`config.mk`:
```
export PLATFORM = sky130hd
export DESIGN_NAME = updown_counter
export DESIGN_NICKNAME = d
export VERILOG_FILES = /design/src/rtl/updown_counter.sv
export SDC_FILE = /design/constraint.sdc
export NUM_CORES = 1
export LEC_CHECK = 0
export CAP_MARGIN = 20
export CORE_AREA = 4 4 41 43
export DETAILED_ROUTE_END_ITERATION = 8
export DIE_AREA = 0 0 45 47
export PLACE_DENSITY = 0.62
export SYNTH_ARGS = -nofsm -noshare
export SYNTH_HDL_FRONTEND = slang
export SYNTH_SLANG_ARGS = --single-unit
export TNS_END_PERCENT = 10
```
`constraint.sdc`:
```
create_clock -name clk -period 1.9 [get_ports clk]
set_input_delay 0.38 -clock clk [delete_from_list [all_inputs] [get_ports clk]]
set_output_delay 0.38 -clock clk [all_outputs]
set_load 0.005 [all_outputs]
```
`src/rtl/updown_counter.sv`:
```
// -----------------------------------------------------------------------------
// updown_counter
//   Parametrised up/down counter with run-time direction, count enable,
//   synchronous parallel load (clamped to MAX_VAL) and a programmable modulus.
//   It has a combinational terminal-count flag for cascading and a registered
//   wrap pulse.
//
//   Build option: COUNTER_SATURATE_EN
//     undefined (default) - count wraps around at the terminal value.
//     defined             - count holds at the terminal value. ovf pulses on
//                           each blocked step.
//
// Parameters
//   WIDTH     counter width in bits (1..32)
//   MAX_VAL   highest count value (1..2**WIDTH-1). It is used truncated to WIDTH.
//
// Ports
//   clk       in   1      rising-edge clock
//   reset     in   1      synchronous active-high reset
//   en        in   1      count enable
//   up_dn     in   1      1 = count up, 0 = count down
//   load      in   1      synchronous parallel load strobe
//   load_val  in   WIDTH  value to load (clamped to MAX_VAL)
//   count     out  WIDTH  registered count
//   tc        out  1      combinational: the next enabled step wraps/saturates
//   ovf       out  1      registered one-cycle pulse after a wrap/blocked step
// -----------------------------------------------------------------------------
module updown_counter #(
   parameter int unsigned      WIDTH   = 4,
   parameter longint unsigned  MAX_VAL = (64'd1 << WIDTH) - 64'd1
) (
   input  logic             clk,
   input  logic             reset,
   input  logic             en,
   input  logic             up_dn,
   input  logic             load,
   input  logic [WIDTH-1:0] load_val,
   output logic [WIDTH-1:0] count,
   output logic             tc,
   output logic             ovf
);

   localparam logic [WIDTH-1:0] MAX_W = WIDTH'(MAX_VAL);

   logic [WIDTH-1:0] r_count;
   logic             r_ovf;

   logic [WIDTH-1:0] w_load_clamped;
   logic [WIDTH-1:0] w_step_val;
   logic             w_step_ovf;
   logic             w_at_term;

   // The terminal value depends on the current direction.
   assign w_at_term      = up_dn ? (r_count == MAX_W) : (r_count == '0);
   assign w_load_clamped = (load_val > MAX_W) ? MAX_W : load_val;

   // Value and ovf produced by one enabled step.
   always_comb begin
      w_step_val = r_count;
      w_step_ovf = 1'b0;
      if (w_at_term) begin
         w_step_ovf = 1'b1;
`ifdef COUNTER_SATURATE_EN
         w_step_val = r_count;
`else
         w_step_val = up_dn ? '0 : MAX_W;
`endif
      end else if (up_dn) begin
         w_step_val = r_count + WIDTH'(1);
      end else begin
         w_step_val = r_count - WIDTH'(1);
      end
   end

   // Count and ovf registers. Priority: reset > load > en > hold.
   always_ff @(posedge clk) begin
      if (reset) begin
         r_count <= up_dn ? '0 : MAX_W;
         r_ovf   <= 1'b0;
      end else if (load) begin
         r_count <= w_load_clamped;
         r_ovf   <= 1'b0;
      end else if (en) begin
         r_count <= w_step_val;
         r_ovf   <= w_step_ovf;
      end else begin
         r_ovf   <= 1'b0;
      end
   end

   assign count = r_count;
   assign ovf   = r_ovf;
   assign tc    = en & w_at_term;

endmodule
```
* Word-level counts from Yosys, hierarchy flattened
Cells that the tools add are included.
Operators by class: add/sub/neg operators 2, magnitude comparators 1, equality and inequality tests 1, multiplexer cells 9, bitwise gates (word level) 2, reduce and logical (&&, ||, !) cells 3
Operator list (count):
- 4-bit two-way mux | 7
- 4-bit by 1-bit adder with 4-bit output (second input constant) | 1
- 4-bit == test (second input constant) | 1
- 4-bit greater-than comparator (second input constant) | 1
- 4-bit logical NOT | 1
- 4-bit by 1-bit subtractor with 4-bit output (second input constant) | 1
- 3-bit nonzero test | 1
- 3-bit OR reduction | 1
- 1-bit two-way mux | 2
- 1-bit AND | 1
- 1-bit NOT | 1
Word-level totals: flip-flop bits (word level) 5, input port bits 9, output and inout port bits 6, logic and storage cells 20

* Depth between registers and ports, before layout
Gate-level depths: netlist of the first run.
depth after elaboration 6, gate-level depth with buffers 6

* Least setup slack after synthesis of the first run
Ideal clock, no wire load.
kind reg2reg, start point reg r_count[0] (netlist: count[0]), end point reg r_count[2] (netlist: count[2]), data pin, setup time 254 ps, arrival time 1227 ps, required time 1646 ps, slack 419 ps, cell stages (with the launch flop) 5, buffers on the path 0, cells stage by stage edfxtp_1 fa_1 xnor2_1 o21bai_1 a21o_1
On the way: cells in the longest elaborated chain, start to end 6
Ends and longest elaborated chain:
- from (decl) | RTL line 45 | logic [WIDTH-1:0] r_count;
- from (signal assigned) | RTL line 78 | r_count <= up_dn ? '0 : MAX_W;
- from (signal assigned) | RTL line 81 | r_count <= w_load_clamped;
- from (signal assigned) | RTL line 84 | r_count <= w_step_val;
- 4-bit by 1-bit subtractor with 4-bit output, or another cell as far along | RTL line 71 | w_step_val = r_count - WIDTH'(1);
- 4-bit two-way mux / 1-bit two-way mux (equally long branches) | RTL line 68, 54
- 4-bit two-way mux * | RTL line 61 | if (w_at_term) begin
- 4-bit two-way mux * | RTL line 83 | end else if (en) begin
- 4-bit two-way mux * | RTL line 80 | end else if (load) begin
- 4-bit two-way mux * | RTL line 77 | if (reset) begin
Mark *: on every way between the ends. The rest lies on a longest branch, timed or not. The select of a mux whose other input is x is not followed. A chain may end at the register's enable or synchronous reset.

* Worst setup path after layout of the first run
start point reg r_count[0] (netlist: count[0]), end point out tc
On the way: cells in the longest elaborated chain, start to end 3
Ends and longest elaborated chain:
- 4-bit == test / 4-bit logical NOT (equally long branches) | RTL line 54 | assign w_at_term = up_dn ? (r_count == MAX_W) : (r_count == '0);
- 1-bit two-way mux * | RTL line 54
- 1-bit AND * | RTL line 93 | assign tc = en & w_at_term;
- to (decl) | RTL line 39 | output logic tc,
Mark *: on every way between the ends. The rest lies on a longest branch, timed or not.

==> results of run 1 <==
==> how the worst max path moves through the flow <==
stage | cells after the start | slack (ns) | endpoint
after global routing | 5 | -0.03 | tc
after global placement | 5 | -0.35 | tc
after detailed placement | 5 | -0.35 | tc
final | 5 | 0.05 | tc
after CTS | 4 | 0.02 | count[0]
after floorplan | 4 | 0.42 | count[2]$_DFFE_PP_
==> critical path, cell delays in order, from the launching register on <==
cell	delay, ns
edfxtp_1	0.38
buf_4	0.16
nor3_4	0.19
and2_1	0.14
o21a_1	0.13
dlygate4sd2_1	0.23
==> area by class of cell <==
cell class | instances | area (sq um)
Sequential cell | 5 | 140
Tap cell | 15 | 18.8
Inverter | 4 | 15.0
Multi-Input combinational cell | 33 | 251
Clock buffer | 4 | 26.3
Timing Repair Buffer | 22 | 200
Fill cell | 132 | 649
==> through the flow <==
stage                     worst slack [ns]  TNS [ns]  instance area [sq um]  std cells  power, W
after detailed placement            -0.346     -1.13                    589         76  0.000297
after CTS                           0.0158         0                    633         82  0.000430
final                               0.0525         0                    652         83  0.000430
after global placement              -0.351     -1.06                    589         76  0.000297
after global routing               -0.0255   -0.0255                    652         83  0.000464
after floorplan                      0.419         0                    397         43  0.000224
==> per-layer routing <==
layer / vias to the layer above / routed length (microns) / GRT usage, %
met5: - / 0 / 0
li1: 203 / - / -
met4: 0 / 18 / 3.51
met2: 19 / 452 / 16.7
met1: 175 / 440 / 12.2
met3: 2 / 90 / 6.90
==> cell families after synthesis <==
logic type	count (synthesis)	synth area share [%]
compound gates	16	25.6
simple gates	11	16.4
flops	5	35.3
fa+ha+maj	3	11.4
buf+inv	5	4.73
xor+xnor	3	6.63
==> registers in the layout, summed over array words and instances (netlist names) <==
signal / count
count: 4
ovf: 1
==> Yosys cell counts (2+ instances only) <==
cell type	n	area, sq um
a21oi_1	5	25.0
nor2_1	3	11.3
edfxtp_1	4	120
inv_1	4	15.0
ha_1	2	25.0
a21o_1	4	30.0
xnor2_1	2	17.5
o21ai_0	2	10.0
==> report_power, final <==
part / switching [W] / internal, W
Sequential: 0.0000118 / 0.000135
Combinational: 0.0000682 / 0.0000946
Clock: 0.0000411 / 0.0000792
==> repair_timing <==
action / CTS / global route
endpoints found under the setup margin: 3 / 3
setup buffers: 2 / 1
gates resized for setup: 3 / 3
pin swaps: 1 / 1
==> impl_results.md, run 1 <==
* Worst-skew pair later-pin latency at 0.24 ns
* Post-CTS Hold Buffers at 0
* Prevailing post-synth register cell: edfxtp_1
* Die Area at 0.00212 sq mm
* Via count at 399
* WHS Endpoint: count[0]$_DFFE_PP_
* Post-DP HPWL at 742 microns
* Crit Path Class: flip-flop to output port
* Worst Path Arrival at 1.47 ns
* Post-synthesis sequential area ratio at 35.3%
* GRT overflow at 0
* Area growth from synthesis to layout at 64.4%
* Most frequent cells in the layout: clkdlybuf4s50_1, buf_4, a21oi_1
* Hold wc startpoint: up_dn
* P per Cell Area at 659 mW/mm^2
* CTS root buf: clkbuf_4
* Critical path fanouts, max at 2
* WHS at 0.750 ns
* Longest Clk Path Bufs at 2
* Unrepaired setup endpoints after global routing: yes
* Hold Path Class: input port to flip-flop
* CTS buffer count at 3
* Status: completed
* R2r startpoint: count[0]$_DFFE_PP_
* Max frequency at 541 MHz
* Count of warnings emitted by yosys at 0
* Mapped Cells at 43
* Setup-failing EPs final at 0
* Largest net degree at the start of global routing at 9
* LEAKAGE at 0.299 nW
* Core Region at 0.00130 sq mm
* Syn avg cell area at 9.22 sq um
* Tmin final at 1.85 ns
* Post-synthesis cell area at 397 sq um
* N_diodes at 0
* Worst endpoint required time at 1.52 ns
* Vias per inst at 4.81
* Flop2flop setup slack at 0.11 ns
* Initial DRC count at 1
* Share of layout cells above drive strength 1 at 23.5%
* Clock slew at reported path FFs at 0.04 ns
* Final wirelength at 1000 microns
* #FFs+latches synth at 5
* Htree depth at 1
* Starting Density at 30.5%
* Yosys cell types at 25
* CP Capture Type: output port
* # DRC at 0
* Max Cap Viol at 0
* Relative slew slack at 80.8%
* R2r worst-path depth at 7
* TritonRoute pass-1 iters at 4
* Final setup skew at 0.00379 ns
* First-pass GRT wire length at 1570 microns
* Final hold vios at 0
* Commonest non-fill, non-tap cell in the layout: clkdlybuf4s50_1
* Row cnt at 13
* Core Util, Final at 50.1%
* Die height at 47 microns
* WHS Path Cells at 2
* Antenna violations before repair at 0
* Clock Sinks at 5
* Tcrit/Tclk final at 97.2%
* GRT Total Usage at 10.8%
* Critical path origin: count[0]$_DFFE_PP_
* Worst slew pin tran at 0.287 ns
* ANT nets after route at 0
* # nets final at 81
* Post-synth EDFFs at 4
* Reg2reg end: count[2]$_DFFE_PP_
* Drt wl/cell at 12.1 microns
* TritonCTS clock tree: built
* RD Place Congestion at 0.801
* Vias in the first global route at 388
* Mapped Nets at 55
* I/O Pins at 15
* Worst vdd ir at 0.000480 V
* Die width at 45 microns
* Ys async rst share at 0%
* Count of buffers from port buffering at 14
* Startpoint Class: flip-flop
* Fin. max-slew vios at 0
Note: power is estimated with default switching activity, not from simulation.
==> run 2: changes to the inputs <==
--- a/config.mk
+++ b/config.mk
@@ -10,6 +10,7 @@
 export DETAILED_ROUTE_END_ITERATION = 8
 export DIE_AREA = 0 0 45 47
 export PLACE_DENSITY = 0.62
+export SKIP_CTS_REPAIR_TIMING = 1
 export SYNTH_ARGS = -nofsm -noshare
 export SYNTH_HDL_FRONTEND = slang
 export SYNTH_SLANG_ARGS = --single-unit
==> constraint.sdc (replaced) <==
create_clock -name clk -period 1.9 [get_ports clk]
set_input_delay 0.57 -clock clk [delete_from_list [all_inputs] [get_ports clk]]
set_output_delay 0.57 -clock clk [all_outputs]
set_load 0.005 [all_outputs]
==> run 2 against run 1 <==
Compared with the run above:
- register-to-register slack better by 0.05 ns
- clock power hardly changed
- cell count is 2.4% higher
- core utilization is 0.48 points higher
- critical endpoint unchanged
- combinational power is 2% higher
- global-route usage is 0.14 points lower
- critical path depth stayed put
- die area stayed put
- sequential cell count stayed put
- sequential share of layout area is 0.20 points lower
- critical path type is now input port to output port
- maximum frequency is 0.79% lower
==> impl_results.md, run 2 (synthesis results as in run 1) <==
* R2r startpoint: count[0]$_DFFE_PP_ (unchanged)
* Tcrit/Tclk final at 98.0% (was 97.2%)
* RD Place Congestion at 0.779 (was 0.801)
* N_diodes at 0 (unchanged)
* TritonRoute pass-1 iters at 1 (was 4)
* Via count at 391 (was 399)
* Initial DRC count at 0 (was 1)
* Clock slew at reported path FFs at 0.04 ns (about the same)
* Worst-skew pair later-pin latency at 0.24 ns (about the same)
* GRT Total Usage at 10.7% (was 10.8%)
* Setup-failing EPs final at 0 (unchanged)
* Unrepaired setup endpoints after global routing: yes (unchanged)
* Clock Sinks at 5 (unchanged)
* Final setup skew at 0.00538 ns (was 0.00379 ns)
* Area growth from synthesis to layout at 65.9% (was 64.4%)
* TritonCTS clock tree: built (unchanged)
* ANT nets after route at 0 (unchanged)
* CP Capture Type: output port (unchanged)
* Vias per inst at 4.60 (was 4.81)
* Crit Path Class: input port to output port (was flip-flop to output port)
* Critical path fanouts, max at 6 (was 2)
* # DRC at 0 (unchanged)
* Status: completed (unchanged)
* Most frequent cells in the layout: clkdlybuf4s50_1, buf_4, a21oi_1 (unchanged)
* Core Util, Final at 50.6% (was 50.1%)
* Startpoint Class: input port (was flip-flop)
* CTS root buf: clkbuf_4 (unchanged)
* Worst slew pin tran at 0.211 ns (was 0.287 ns)
* I/O Pins at 15 (unchanged)
* WHS Path Cells at 2 (unchanged)
* Worst vdd ir at 0.000541 V (was 0.000480 V)
* Relative slew slack at 85.9% (was 80.8%)
* Setup tns final at 0 ns (unchanged)
* Drt wl/cell at 11.1 microns (was 12.1 microns)
* LEAKAGE at 0.303 nW (was 0.299 nW)
* R2r worst-path depth at 6 (was 7)
* Die height at 47 microns (unchanged)
* Die Area at 0.00212 sq mm (unchanged)
* Final wirelength at 943 microns (was 1000 microns)
* P per Cell Area at 655 mW/mm^2 (was 659 mW/mm^2)
* First-pass GRT wire length at 1560 microns (was 1570 microns)
* Count of buffers from port buffering at 14 (unchanged)
* PnR Total Power at 0.000431 W (was 0.000430 W)
* Hold wc startpoint: up_dn (unchanged)
* FILL cells at 135 (was 132)
* Row cnt at 13 (unchanged)
* Setup Slack @ Placement at -0.719 ns (was -0.346 ns)
* Longest Clk Path Bufs at 2 (unchanged)
* # nets final at 83 (was 81)
* Post-DP HPWL at 784 microns (was 742 microns)
* Fin. max-slew vios at 0 (unchanged)
* CTS buffer count at 3 (unchanged)
* GRT overflow at 0 (unchanged)
* Critical path origin: up_dn (was count[0]$_DFFE_PP_)
* Core Region at 0.00130 sq mm (unchanged)
* Largest register FFs at 4 (unchanged)
* Starting Density at 30.5% (unchanged)
* Htree depth at 1 (unchanged)
* Largest net degree at the start of global routing at 8 (was 9)
* Share of layout cells above drive strength 1 at 30.0% (was 23.5%)
* Vias in the first global route at 372 (was 388)
* Worst endpoint required time at 1.33 ns (was 1.52 ns)
* Die width at 45 microns (unchanged)
* Max frequency at 537 MHz (was 541 MHz)
* Commonest non-fill, non-tap cell in the layout: clkdlybuf4s50_1 (unchanged)
* Tmin final at 1.86 ns (was 1.85 ns)
* Setup WS post-layout at 0.0378 ns (was 0.0525 ns)
* Final hold vios at 0 (unchanged)
* Flop2flop setup slack at 0.16 ns (was 0.11 ns)
* Worst Path Arrival at 1.29 ns (was 1.47 ns)
* Hold Path Class: input port to flip-flop (unchanged)
* Antenna violations before repair at 0 (unchanged)
* Max Cap Viol at 0 (unchanged)
==> run 2: path summary, 6_finish.rpt <==
path                              to
setup / recovery                  tc
hold / removal    count[0]$_DFFE_PP_
setup reg to reg  count[1]$_DFFE_PP_
hold reg to reg   count[3]$_DFFE_PP_
==> run 2: final cells by class <==
| cell class | count | area (sq um) | area share (%) |
|---|---|---|---|
| clock buffers | 4 | 26.3 | 3.99 |
| flip-flops and latches | 5 | 140 | 21.3 |
| inverters | 4 | 15.0 | 2.28 |
| repair buffers | 24 | 208 | 31.6 |
| multi-input cells | 33 | 250 | 38.0 |
| well taps | 15 | 18.8 | 2.85 |
==> run 2: per-stage QoR <==
stage | area [sq um] | hold WS, ns | instances
after floorplan | 397 | 0.641 | 43
after global placement | 627 | 0.860 | 81
after detailed placement | 627 | 0.858 | 81
after CTS | 653 | 0.879 | 85
after global routing | 658 | 0.776 | 85
final | 658 | 0.748 | 85
==> run 2: report_power, final <==
| group | switching (W) | leakage, nW | internal [W] |
|---|---|---|---|
| logic | 0.0000691 | 0.238 | 0.0000981 |
| registers | 0.00000992 | 0.0498 | 0.000135 |
| clock network | 0.0000405 | 0.0150 | 0.0000792 |
| total | 0.000120 | 0.303 | 0.000312 |
==> run 2: metal layers <==
| metal | share of wire, % | GRT usage [%] | up-vias |
|---|---|---|---|
| met2 | 46 | 17.5 | 16 |
| li1 | - | - | 208 |
| met5 | 0 | 0 | - |
| met1 | 45 | 12.3 | 167 |
| met3 | 9.4 | 6.13 | 0 |
| met4 | 0 | 1.75 | 0 |
==> run 2: critical path, stage by stage <==
cell and delay, ns:
buf_2 0.14, nor3_2 0.20, and2_1 0.15, o21a_1 0.12, clkbuf_2 0.11
==> run 3: changes to the inputs <==
--- a/config.mk
+++ b/config.mk
@@ -10,7 +10,7 @@
 export DETAILED_ROUTE_END_ITERATION = 8
 export DIE_AREA = 0 0 45 47
 export PLACE_DENSITY = 0.62
-export SKIP_CTS_REPAIR_TIMING = 1
+export SETUP_SLACK_MARGIN = 0.3
 export SYNTH_ARGS = -nofsm -noshare
 export SYNTH_HDL_FRONTEND = slang
 export SYNTH_SLANG_ARGS = --single-unit
==> run 3 against run 2 <==
Compared with the run above:
- register-to-register slack worse by 0.02 ns
- non-clock buffer count is 4 higher
- power is 8.8% higher
- routed wire length is 14% higher
==> impl_results.md, run 3 (synthesis results as in run 1) <==
* Post-route cell area at 748 sq um (was 658 sq um)
* RD Place Congestion at 0.822 (was 0.779)
* Count of buffers from port buffering at 14 (unchanged)
* Max Cap Viol at 0 (unchanged)
* GRT overflow at 0 (unchanged)
* CP Capture Type: output port (unchanged)
* Starting Density at 30.5% (unchanged)
* Startpoint Class: input port (unchanged)
* Vias in the first global route at 398 (was 372)
* Flop2flop setup slack at 0.14 ns (was 0.16 ns)
* Via count at 419 (was 391)
* CTS buffer count at 3 (unchanged)
* Final setup skew at 0.00569 ns (was 0.00538 ns)
* Crit Path Class: input port to output port (unchanged)
* GRT Total Usage at 11.0% (was 10.7%)
* Final hold vios at 0 (unchanged)
* Worst vdd ir at 0.000554 V (was 0.000541 V)
* Worst slew pin tran at 0.265 ns (was 0.211 ns)
* Largest register FFs at 4 (unchanged)
* Die Area at 0.00212 sq mm (unchanged)
* Setup-failing EPs final at 0 (unchanged)
* Longest Clk Path Bufs at 2 (unchanged)
* First-pass GRT wire length at 1680 microns (was 1560 microns)
* PnR Total Power at 0.000469 W (was 0.000431 W)
* Unrepaired setup endpoints after global routing: yes (unchanged)
* Vias per inst at 4.71 (was 4.60)
* Clock slew at reported path FFs at 0.04 ns (about the same)
* Setup tns final at 0 ns (unchanged)
* CTS root buf: clkbuf_4 (unchanged)
* Area of placed instances at 644 sq um (was 627 sq um)
* Critical path fanouts, max at 2 (was 6)
* Commonest non-fill, non-tap cell in the layout: buf_4 (was clkdlybuf4s50_1)
* Die height at 47 microns (unchanged)
* Status: completed (unchanged)
* P per Cell Area at 627 mW/mm^2 (was 655 mW/mm^2)
* FILL cells at 122 (was 135)
* Worst Path Arrival at 1.31 ns (was 1.29 ns)
* Antenna violations before repair at 0 (unchanged)
* Most frequent cells in the layout: buf_4, clkdlybuf4s50_1, a21oi_1 (was clkdlybuf4s50_1, buf_4, a21oi_1)
* Tmin final at 1.88 ns (was 1.86 ns)
* Core Region at 0.00130 sq mm (unchanged)
* Worst endpoint required time at 1.33 ns (about the same)
* Drt wl/cell at 12.0 microns (was 11.1 microns)
* Area growth from synthesis to layout at 88.6% (was 65.9%)
* Initial DRC count at 2 (was 0)
* Final wirelength at 1070 microns (was 943 microns)
* Largest net degree at the start of global routing at 8 (unchanged)
* Share of layout cells above drive strength 1 at 41.9% (was 30.0%)
* Die width at 45 microns (unchanged)
* LEAKAGE at 0.379 nW (was 0.303 nW)
* Post-DP HPWL at 800 microns (was 784 microns)
* Row cnt at 13 (unchanged)
* TritonCTS clock tree: built (unchanged)
* N_diodes at 0 (unchanged)
* Worst-skew pair later-pin latency at 0.24 ns (about the same)
* Fin. max-slew vios at 0 (unchanged)
* Max frequency at 532 MHz (was 537 MHz)
* Htree depth at 1 (unchanged)
* Post-CTS Hold Buffers at 0
* ANT nets after route at 0 (unchanged)
* # DRC at 0 (unchanged)
* I/O Pins at 15 (unchanged)
* Clock Sinks at 5 (unchanged)
* Tcrit/Tclk final at 99.0% (was 98.0%)
* # nets final at 87 (was 83)
* TritonRoute pass-1 iters at 4 (was 1)
* Relative slew slack at 82.3% (was 85.9%)
* Hold Path Class: input port to flip-flop (unchanged)
run 3: layout make-up:
cell class / instances / area [sq um] / area share, %
multi-input cells: 33 / 284 / 38.0
repair buffers: 28 / 259 / 34.6
flip-flops and latches: 5 / 140 / 18.7
clock buffers: 4 / 26.3 / 3.51
well taps: 15 / 18.8 / 2.51
inverters: 4 / 20.0 / 2.68
run 3: worst max-delay path, stage by stage:
cell and delay [ns]:
clkdlybuf4s50_1 0.48, o21a_1 0.14, buf_2 0.11
run 3: power by group:
group          internal, W  switching (W)
clock network    0.0000792      0.0000405
logic             0.000122      0.0000821
registers         0.000135      0.0000107
run 3: path summary, 6_finish.rpt:
check / startpoint / end / cells after the start
worst max-delay path: en / tc / 3
worst max register to register: count[1]$_DFFE_PP_ / count[2]$_DFFE_PP_ / 6
worst min-delay path: up_dn / count[0]$_DFFE_PP_ / 3
worst min register to register: count[3]$_DFFE_PP_ / count[3]$_DFFE_PP_ / 3
run 3: metal layers:
metal	global-route usage, %	vias to the layer above	wire (microns)
met2	19.2	15	528
met5	0	-	0
met4	0	0	0
met3	4.60	0	78
li1	-	215	-
met1	13.5	189	465
run 3: repair_timing:
item | CTS | global route
endpoints found under the hold margin | 0 | 0
setup endpoints to repair | 13 | 14
pin swaps | 3 | 9
cloned | 0 | 0
buffers inserted | 1 | 1
resized for setup | 10 | 20
run 3: metrics by stage:
stage	hold slack, ns	utilization, %	instances	setup slack [ns]
2_1_floorplan	0.641	-	43	0.316
3_3_place_gp	0.827	49.5	83	-0.711
3_5_place_dp	0.820	49.5	83	-0.733
4_1_cts	0.799	51.6	88	0.0432
5_1_grt	0.801	57.5	89	-0.0535
6_report	0.803	57.5	89	0.0194
